===== config.mk =====
export PLATFORM = sky130hd
export DESIGN_NAME = selfmade_pixel_source
export DESIGN_NICKNAME = d
export VERILOG_FILES = /design/src/rtl/selfmade_video_pkg.sv /design/src/rtl/selfmade_blank_counter.sv /design/src/rtl/selfmade_pixel_source.sv
export SDC_FILE = /design/constraint.sdc
export NUM_CORES = 1
export LEC_CHECK = 0
export CAP_MARGIN = 20
export CORE_MARGIN = 1.5
export CORE_UTILIZATION = 30
export CTS_BUF_LIST = sky130_fd_sc_hd__clkbuf_4 sky130_fd_sc_hd__clkbuf_8
export CTS_CLUSTER_DIAMETER = 50
export DETAILED_ROUTE_END_ITERATION = 10
export HOLD_SLACK_MARGIN = 0.08
export PLACE_DENSITY = 0.56
export SLEW_MARGIN = 15
export SYNTH_ARGS = -nofsm -noshare
export SYNTH_HDL_FRONTEND = slang
export SYNTH_HIERARCHICAL = 1
export SYNTH_SLANG_ARGS = --single-unit
export TNS_END_PERCENT = 1

===== constraint.sdc =====
create_clock -name clk -period 6.7 [get_ports clk]
set_input_delay 1.34 -clock clk [delete_from_list [all_inputs] [get_ports clk]]
set_output_delay 1.34 -clock clk [all_outputs]
set_load 0.02 [all_outputs]

===== src/rtl/selfmade_video_pkg.sv =====
// Shared types and helpers for the test-pattern raster source.
package selfmade_video_pkg;

  typedef enum logic [1:0] {
    ST_IDLE,
    ST_ACTIVE,
    ST_HBLANK,
    ST_VBLANK
  } state_e;

  localparam int unsigned FRAME_W = 8;
  localparam int unsigned PAT_W   = 32;

  typedef struct packed {
    logic [PAT_W-1:0] r;
    logic [PAT_W-1:0] g;
    logic [PAT_W-1:0] b;
  } pixel_t;

  // Channels are reduced modulo 2^depth; callers truncate to their channel width.
  function automatic pixel_t pattern_pixel(input logic [PAT_W-1:0] h,
                                           input logic [PAT_W-1:0] v,
                                           input logic [PAT_W-1:0] frame,
                                           input int unsigned      depth);
    logic [PAT_W-1:0] mask;
    pixel_t           p;
    mask = (depth >= PAT_W) ? '1 : ((PAT_W'(1) << depth) - PAT_W'(1));
    p.r  = h & mask;
    p.g  = v & mask;
    p.b  = (h + v + frame) & mask;
    return p;
  endfunction

endpackage


===== src/rtl/selfmade_blank_counter.sv =====
// Loadable down-counter with terminal-count flag, shared by H and V blanking.
module selfmade_blank_counter #(
  parameter int unsigned CNT_W = 2
) (
  input  logic             clk,
  input  logic             rst,
  input  logic             load,
  input  logic [CNT_W-1:0] load_val,
  input  logic             en,
  output logic             tc
);

  logic [CNT_W-1:0] count_q;
  logic [CNT_W-1:0] count_d;

  always_comb begin
    count_d = count_q;
    if (load) begin
      count_d = load_val;
    end else if (en && (count_q != '0)) begin
      count_d = count_q - CNT_W'(1);
    end
  end

  always_ff @(posedge clk) begin
    if (rst) begin
      count_q <= '0;
    end else begin
      count_q <= count_d;
    end
  end

  assign tc = (count_q == '0);

endmodule


===== src/rtl/selfmade_pixel_source.sv =====
// Raster test-pattern generator: emits N frames of h/v counts plus RGB pattern
// with horizontal and vertical blanking, then pulses done.
module selfmade_pixel_source
  import selfmade_video_pkg::*;
#(
  parameter int unsigned P_IMGDEPTH = 8,
  parameter int unsigned WIDTH      = 640,
  parameter int unsigned HEIGHT     = 480,
  parameter int unsigned H_BLANK    = 16,
  parameter int unsigned V_BLANK    = 4
) (
  input  logic                          clk,
  input  logic                          rst,
  input  logic                          start,
  input  logic                          abort,
  input  logic [7:0]                    num_frames,
  output logic                          busy,
  output logic                          done,
  output logic                          pixel_valid,
  output logic [$clog2(WIDTH+1)-1:0]    h_count_out,
  output logic [$clog2(HEIGHT+1)-1:0]   v_count_out,
  output logic [7:0]                    frame_idx,
  output logic [P_IMGDEPTH-1:0]         r_out,
  output logic [P_IMGDEPTH-1:0]         g_out,
  output logic [P_IMGDEPTH-1:0]         b_out
);

  localparam int unsigned HW   = $clog2(WIDTH + 1);
  localparam int unsigned VW   = $clog2(HEIGHT + 1);
  localparam int unsigned MAXB = (H_BLANK > V_BLANK) ? H_BLANK : V_BLANK;
  localparam int unsigned BW   = $clog2(MAXB + 1);

  localparam logic [HW-1:0] H_IDLE = HW'(WIDTH);
  localparam logic [HW-1:0] H_LAST = HW'(WIDTH - 1);
  localparam logic [VW-1:0] V_IDLE = VW'(HEIGHT);
  localparam logic [VW-1:0] V_LAST = VW'(HEIGHT - 1);

  state_e               state_q, state_d;
  logic [HW-1:0]        h_q, h_d;
  logic [VW-1:0]        v_q, v_d;
  logic [FRAME_W-1:0]   frame_q, frame_d;
  logic [FRAME_W-1:0]   nf_q, nf_d;
  logic                 busy_q, busy_d;
  logic                 done_q, done_d;
  logic                 valid_q, valid_d;
  logic [P_IMGDEPTH-1:0] r_q, r_d, g_q, g_d, b_q, b_d;

  logic                 cnt_load;
  logic [BW-1:0]        cnt_val;
  logic                 cnt_en;
  logic                 cnt_tc;
  pixel_t               pix;

  selfmade_blank_counter #(
    .CNT_W (BW)
  ) u_blank_cnt (
    .clk      (clk),
    .rst      (rst),
    .load     (cnt_load),
    .load_val (cnt_val),
    .en       (cnt_en),
    .tc       (cnt_tc)
  );

  always_comb begin
    state_d  = state_q;
    h_d      = h_q;
    v_d      = v_q;
    frame_d  = frame_q;
    nf_d     = nf_q;
    done_d   = 1'b0;
    cnt_load = 1'b0;
    cnt_val  = '0;
    cnt_en   = 1'b0;

    unique case (state_q)
      ST_IDLE: begin
        if (start && (num_frames != '0)) begin
          state_d = ST_ACTIVE;
          h_d     = '0;
          v_d     = '0;
          frame_d = '0;
          nf_d    = num_frames;
        end
      end
      ST_ACTIVE: begin
        if (h_q == H_LAST) begin
          state_d  = ST_HBLANK;
          h_d      = H_IDLE;
          cnt_load = 1'b1;
          cnt_val  = BW'(H_BLANK - 1);
        end else begin
          h_d = h_q + HW'(1);
        end
      end
      ST_HBLANK: begin
        if (!cnt_tc) begin
          cnt_en = 1'b1;
        end else if (v_q == V_LAST) begin
          state_d  = ST_VBLANK;
          v_d      = V_IDLE;
          cnt_load = 1'b1;
          cnt_val  = BW'(V_BLANK - 1);
        end else begin
          state_d = ST_ACTIVE;
          v_d     = v_q + VW'(1);
          h_d     = '0;
        end
      end
      ST_VBLANK: begin
        if (!cnt_tc) begin
          cnt_en = 1'b1;
        end else if ((frame_q + FRAME_W'(1)) == nf_q) begin
          state_d = ST_IDLE;
          frame_d = '0;
          done_d  = 1'b1;
        end else begin
          state_d = ST_ACTIVE;
          frame_d = frame_q + FRAME_W'(1);
          h_d     = '0;
          v_d     = '0;
        end
      end
      default: begin
        state_d = ST_IDLE;
        h_d     = H_IDLE;
        v_d     = V_IDLE;
        frame_d = '0;
      end
    endcase

    // Abort overrides every transition above, including a final-frame done.
    if (abort) begin
      state_d = ST_IDLE;
      h_d     = H_IDLE;
      v_d     = V_IDLE;
      frame_d = '0;
      done_d  = 1'b0;
    end

    busy_d  = (state_d != ST_IDLE);
    valid_d = (state_d == ST_ACTIVE);
    pix     = pattern_pixel(PAT_W'(h_d), PAT_W'(v_d), PAT_W'(frame_d), P_IMGDEPTH);
    r_d     = valid_d ? P_IMGDEPTH'(pix.r) : '0;
    g_d     = valid_d ? P_IMGDEPTH'(pix.g) : '0;
    b_d     = valid_d ? P_IMGDEPTH'(pix.b) : '0;
  end

  always_ff @(posedge clk) begin
    if (rst) begin
      state_q <= ST_IDLE;
      h_q     <= H_IDLE;
      v_q     <= V_IDLE;
      frame_q <= '0;
      nf_q    <= '0;
      busy_q  <= 1'b0;
      done_q  <= 1'b0;
      valid_q <= 1'b0;
      r_q     <= '0;
      g_q     <= '0;
      b_q     <= '0;
    end else begin
      state_q <= state_d;
      h_q     <= h_d;
      v_q     <= v_d;
      frame_q <= frame_d;
      nf_q    <= nf_d;
      busy_q  <= busy_d;
      done_q  <= done_d;
      valid_q <= valid_d;
      r_q     <= r_d;
      g_q     <= g_d;
      b_q     <= b_d;
    end
  end

  assign busy        = busy_q;
  assign done        = done_q;
  assign pixel_valid = valid_q;
  assign h_count_out = h_q;
  assign v_count_out = v_q;
  assign frame_idx   = frame_q;
  assign r_out       = r_q;
  assign g_out       = g_q;
  assign b_out       = b_q;

endmodule


==> results.yml, run 1 <==
drt:
  drt_wl_total_mm: 11.2
  vias_per_cell: 5.17
  firstDrtPassIters: 4
  ant_nets: 0
  drc: 0
  routedWlPerCell_um: 15.7
  routed-via-count: 3692
  drtIter0Drc: 313
floorplan:
  rows: 41
  die_area_sq_um: 13900
  ioPinCount: 66
  start_util_pct: 31.0
  placeableCoreArea_sq_um: 12800
  die_h_um: 118
  die_x_um: 118
global_route:
  grt-ovfl-total: 0
  first_global_vias: 3666
  grtUsageTotal_pct: 16.7
  grt_pass1_wl_mm: 18.7
  grt_max_degree: 23
  antenna_found_initial: 0
logic_synthesis:
  ys_types: 65
  yosys.area_share.simple_pct: 25.5
  ys_seq_area_share_pct: 34.9
  synth_seq_cells: 69
  syn_area_sq_um: 3960
  synth-compound-area-share_pct: 21.7
  synth-edff-count: 0
  synth_top_family_by_area: "simple AND/OR/NAND/NOR gates"
  synth_fp_nets: 512
  synth_fa_ha_area_share_pct: 8.46
  syn_inst: 478
  synthMuxAreaShare_pct: 0.537
  yosys_warnings: 6
  synthFlopType: "dfxtp_1"
  syn_area_per_cell_sq_um: 8.29
  synthXorXnorAreaFrac_pct: 3.32
  synthArstFlopShare_pct: 0
setup_path:
  crit_path_start_kind: "flip-flop"
  end_kind: "flip-flop"
  crit_type: "flip-flop to flip-flop"
  path_cells: "inv_1, ha_1, or4b_1, inv_1, a21oi_1, a211o_2, a32o_1, a21oi_1, nand2b_1, fa_1, inv_1, ha_1, inv_1, fa_1, nor2b_1, o21ai_0, nand2b_1, a21o_1, a21oi_1, xnor2_1, nor2b_1, mux2_1"
  cpMostUsedCell: "inv_1"
  arrival_ns: 5.83
  crit_path_top_delay_cell: "or4b_1"
  critPathMaxStageDelay_ns: 0.61
  crit_fanout: 20
  crit_required_ns: 6.94
final_layout:
  num-nets-final: 571
  syn_to_final_growth_pct: 24.6
  fin_cells: 714
  multi_input_area_sq_um: 2360
  drive_gt1_share_pct: 8.49
  final_common_cell: "dfxtp_1"
  fillers: 1318
  layout.area.seq_sq_um: 1380
  layout_common_cells: "dfxtp_1, clkdlybuf4s50_1, nor2_1"
  diodes: 0
clock_network:
  clock-sinks: 69
  h-tree-depth: 3
  clockBufferDepth: 2
  cts_setup_buffers: 0
  clk_latency_ns: 0.35
  cts_resized: 0
  cts_tree: "yes"
  root_buffer: "clkbuf_8"
  path_clk_slew_ns: 0.08
  cts_hold_buf: 0
  cts_buffers: 9
placement:
  port_buffers: 65
  place_congestion: 0.817
  hpwlAfterDp_mm: 8.56
  dp_cells: 698
sta:
  fmax_ghz: 0.179
  fin_crit_sh_pct: 83.4
  fin_worst_skew_ns: 0.00891
  maxSlewHeadroom_pct: 45.5
  setup_violations: 0
  rsz0062_at_grt: "false"
  min_period_ns: 5.59
  final-max-slew-violation-count: 0
  fin_setup_tns_ns: 0
  tightest_slew_ns: 0.818
  finalHoldViolations: 0
run:
  cap_viol_max_count: 0
run_status:
  outcome: "complete, no violations"
min_path:
  hp-class: "flip-flop to flip-flop"
pwr:
  total_power_w: 0.000853
  irDropWorstVdd_v: 0.0000678
  total_leakage_power_nw: 1.81
  powerDensity_nw_per_um2: 173
==> cell usage after synthesis, drive strengths merged (4+ instances only) <==
cell / count / area (sq um)
dfxtp: 69 / 1380
nor2: 55 / 206
nand2: 36 / 135
o21ai: 36 / 184
a21oi: 29 / 145
inv: 29 / 109
nand3: 18 / 103
and2: 16 / 101
nor3: 15 / 75.1
clkbuf: 14 / 52.6
ha: 14 / 175
or2: 12 / 75.1
xnor2: 12 / 105
fa: 8 / 160
nand2b: 8 / 50.1
a22oi: 7 / 52.6
buf: 7 / 55.1
nor2b: 7 / 43.8
a31oi: 6 / 37.5
and3: 6 / 43.8
a21o: 5 / 37.5
nor4: 5 / 31.3
and4: 4 / 35.0
o21bai: 4 / 30.0
==> registers in the layout (all words and copies together), names as in the netlist <==
signal	flops
pixel_valid	1
r_out	8
b_out	8
frame_idx	8
nf_q	8
v_count_out	9
busy	1
done	1
h_count_out	10
state_q	2
g_out	8
u_blank_cnt/count_q	5
==> power breakdown <==
part	switching (W)	total, W	leakage, nW	internal (W)
Combinational	0.0000640	0.000106	1.16	0.0000424
Clock	0.000164	0.000318	0.0917	0.000154
Sequential	0.00000887	0.000428	0.560	0.000420
==> critical path: cells and delay by family, from the launching register on <==
kind | cells | cell delay (ns)
buffers and inverters | 4 | 0.72
AO/OA/AOI/OAI | 7 | 1.65
multiplexers | 1 | 0.29
flip-flops | 1 | 0.32
AND/OR/NAND/NOR | 5 | 1.21
adder cells (fa/ha/maj) | 4 | 1.15
XOR/XNOR | 1 | 0.14
==> kinds of logic (layout without fill, tap and decap cells) <==
kind of cell | after synthesis | in the layout
xor+xnor | 15 | 15
other cells | 1 | 1
flops | 69 | 69
mux | 2 | 2
buf+inv | 50 | 114
fa+ha+maj | 22 | 22
compound gates | 123 | 123
simple gates | 196 | 196
==> cell type report <==
class / instances / share of cell area [%]
clock inverters: 5 / 0.684
clock buffers: 11 / 3.07
repair buffers: 69 / 13.8
inverters: 29 / 2.21
well taps: 172 / 4.36
multi-input cells: 359 / 47.9
flip-flops and latches: 69 / 28.0
==> worst paths after layout <==
kind                          startpoint  slack [ns]  cells past startpoint  endpoint
setup / recovery  u_blank_cnt/count_q[1]        1.11                     22  b_out[7]
hold / removal                   nf_q[1]        0.48                      2   nf_q[1]
setup reg to reg  u_blank_cnt/count_q[1]        1.11                     22  b_out[7]
hold reg to reg                  nf_q[1]        0.48                      2   nf_q[1]
==> metrics by stage <==
step                      area (sq um)  hold WS (ns)  utilization (%)  setup WS, ns
after floorplan                   3960         0.448                -          1.32
after global placement            4750         0.465             37.2         0.856
after detailed placement          4750         0.468             37.2         0.775
after CTS                         4940         0.479             38.6          1.13
after global routing              4940         0.507             38.6         0.772
final                             4940         0.477             38.6          1.11
==> layer usage <==
metal | track usage [%] | vias up | wire length, um
met5 | 0 | - | 0
met2 | 27.4 | 107 | 5230
li1 | - | 1797 | -
met1 | 21.7 | 1770 | 5160
met3 | 3.63 | 18 | 627
met4 | 5.34 | 0 | 183
Note: power is estimated with default switching activity, not from simulation.
==> run 2, diff against run 1 <==
--- a/config.mk
+++ b/config.mk
@@ -12,7 +12,7 @@
 export CTS_CLUSTER_DIAMETER = 50
 export DETAILED_ROUTE_END_ITERATION = 10
 export HOLD_SLACK_MARGIN = 0.08
-export PLACE_DENSITY = 0.56
+export PLACE_DENSITY = 0.58
 export SLEW_MARGIN = 15
 export SYNTH_ARGS = -nofsm -noshare
 export SYNTH_HDL_FRONTEND = slang
==> constraint.sdc (replaced) <==
create_clock -name clk -period 4.55 [get_ports clk]
set_input_delay 0.91 -clock clk [delete_from_list [all_inputs] [get_ports clk]]
set_output_delay 0.91 -clock clk [all_outputs]
set_load 0.02 [all_outputs]
==> run 2 against run 1 <==
Compared with the run above: die area did not move; sequential cell count is the same; the flow now finishes with violations (negative setup slack); utilization up 7.9 points; via count up 14%; critical path type unchanged; sequential power rose by 47%; first-iteration DRC count fell by 15%; hold slack about the same.
==> results.yml, run 2 (same netlist as run 1, synthesis figures left out) <==
run_status:
  outcome: "complete, but fails checks"
  violations: "negative setup slack"
clock_network:
  root_buffer: "clkbuf_8"
  cts_buffers: 9
  clock-sinks: 69
  clk_latency_ns: 0.36
  cts_tree: "yes"
  clockBufferDepth: 2
  path_clk_slew_ns: 0.08
  h-tree-depth: 3
min_path:
  hp-class: "flip-flop to flip-flop"
pwr:
  p_seq_share_pct: 45.0
  total_leakage_power_nw: 2.41
  clock_power_share_pct: 40.6
  switching_power_w: 0.000364
  p_int_w: 0.00104
  pwr-share-comb_pct: 14.4
  powerDensity_nw_per_um2: 236
  irDropWorstVdd_v: 0.000114
  p_sw_share_pct: 26.0
drt:
  drtIter0Drc: 265
  ant_nets: 0
  drc: 0
  routed-via-count: 4218
  firstDrtPassIters: 5
  routedWlPerCell_um: 15.9
  drt_wl_total_mm: 13.0
  vias_per_cell: 5.13
setup_path:
  crit_type: "flip-flop to flip-flop"
  crit_end: "b_out[7]"
  arrival_ns: 4.89
  timing.rr.end: "b_out[7]"
  rr_startpoint: "frame_idx[0]"
  end_kind: "flip-flop"
  crit_required_ns: 4.80
  crit_path_start_kind: "flip-flop"
  crit_start: "frame_idx[0]"
  r2r_cells: 22
  crit_fanout: 4
  reg2reg_slack_ns: -0.08
final_layout:
  layout_common_cells: "buf_4, dfxtp_1, clkdlybuf4s50_1"
  postLayoutCellArea_sq_um: 5940
  final_common_cell: "buf_4"
  num-nets-final: 680
  drive_gt1_share_pct: 29.1
  diodes: 0
  fin_util_pct: 46.5
  largest_reg_flops: 10
  syn_to_final_growth_pct: 50.0
placement:
  hpwlAfterDp_mm: 9.47
  place_congestion: 0.867
  dpl_cell_area_sq_um: 5350
  port_buffers: 65
sta:
  maxSlewHeadroom_pct: 50.2
  fmax_ghz: 0.216
  fin_crit_sh_pct: 102
  setup_slack_ns: -0.0830
  min_period_ns: 4.63
  fin_setup_tns_ns: -0.132
  fin_worst_skew_ns: 0.0131
  setup_violations: 3
  finalHoldViolations: 0
  final-max-slew-violation-count: 0
  rsz0062_at_grt: "true"
  tightest_slew_ns: 0.744
global_route:
  first_global_vias: 4167
  antenna_found_initial: 0
  grt_max_degree: 23
  grtUsageTotal_pct: 18.9
  grt_pass1_wl_mm: 21.0
  grt-ovfl-total: 0
floorplan:
  start_util_pct: 31.0
  die_area_sq_um: 13900
  rows: 41
  die_x_um: 118
  ioPinCount: 66
  die_h_um: 118
  placeableCoreArea_sq_um: 12800
run:
  cap_viol_max_count: 0
## run 2: changes by cell type in the layout (fill, tap and decap cells not counted), sizes merged
cell and change:
clkdlybuf4s15 +4, dlygate4sd2 +3, clkinvlp -1, buf +109
bufinv +2, dlymetal6s2s +1, clkdlybuf4s50 -8, clkinv -1
inv -1
## run 2: area by class of cell
| class | count | area, sq um |
|---|---|---|
| clock buffers | 11 | 145 |
| flip-flops and latches | 69 | 1390 |
| inverters | 29 | 109 |
| well taps | 172 | 215 |
| fillers | 1260 | 6830 |
| clock inverters | 4 | 72.6 |
| multi-input cells | 359 | 2500 |
| repair buffers | 178 | 1510 |
## run 2: power by group through the flow
stage / Sequential (W) / Clock, W / Combinational (W)
after floorplan: 0.000652 / 0 / 0.0000924
after global placement: 0.000643 / 0 / 0.000189
after detailed placement: 0.000644 / 0 / 0.000190
after CTS: 0.000630 / 0.000581 / 0.000196
after global routing: 0.000631 / 0.000603 / 0.000219
final: 0.000630 / 0.000568 / 0.000202
## run 2: stage by stage
step	hold slack, ns	instances	worst slack [ns]	power [W]
after detailed placement	0.471	774	-0.693	0.000834
after global placement	0.470	774	-0.587	0.000833
after floorplan	0.448	478	-0.213	0.000744
after CTS	0.481	818	0.00884	0.00141
after global routing	0.498	822	-0.227	0.00145
final	0.477	822	-0.0830	0.00140
## run 2: critical path, cell delays in order, from the launching register on
cell      delay (ns)
dfxtp_2         0.35
ha_4            0.17
and3_1          0.17
a211o_1         0.26
a32o_2          0.30
and4_4          0.21
a211o_2         0.34
a32o_1          0.22
a21oi_2         0.21
nand2b_4        0.16
fa_1            0.43
inv_1           0.10
ha_2            0.19
inv_2           0.04
fa_2            0.34
nor2b_2         0.15
o21ai_1         0.07
nand2b_1        0.10
a21o_1          0.13
a21oi_2         0.05
xnor2_1         0.13
nor2b_1         0.13
mux2_4          0.26
## run 2: worst min path at each step
stage,start,to,depth (start not counted)
6_report,nf_q[2],nf_q[2],2
5_1_grt,nf_q[2],nf_q[2],2
4_1_cts,nf_q[6],nf_q[6],2
3_5_place_dp,nf_q[6],nf_q[6],2
3_3_place_gp,nf_q[3],nf_q[3],2
2_1_floorplan,nf_q[1],nf_q[1],2
## run 2: timing repair
item | in CTS | in global routing
endpoints found under the setup margin | 2 | 5
buffers inserted | 30 | 4
pin swaps | 14 | 15
hold buffers | 0 | 0
resized for setup | 27 | 19
## run 2: routing by layer
layer  wire, um  GRT usage (%)
met1       5830           24.0
met2       6300           31.6
met3        679           4.02
met4        228           6.71
met5          0              0
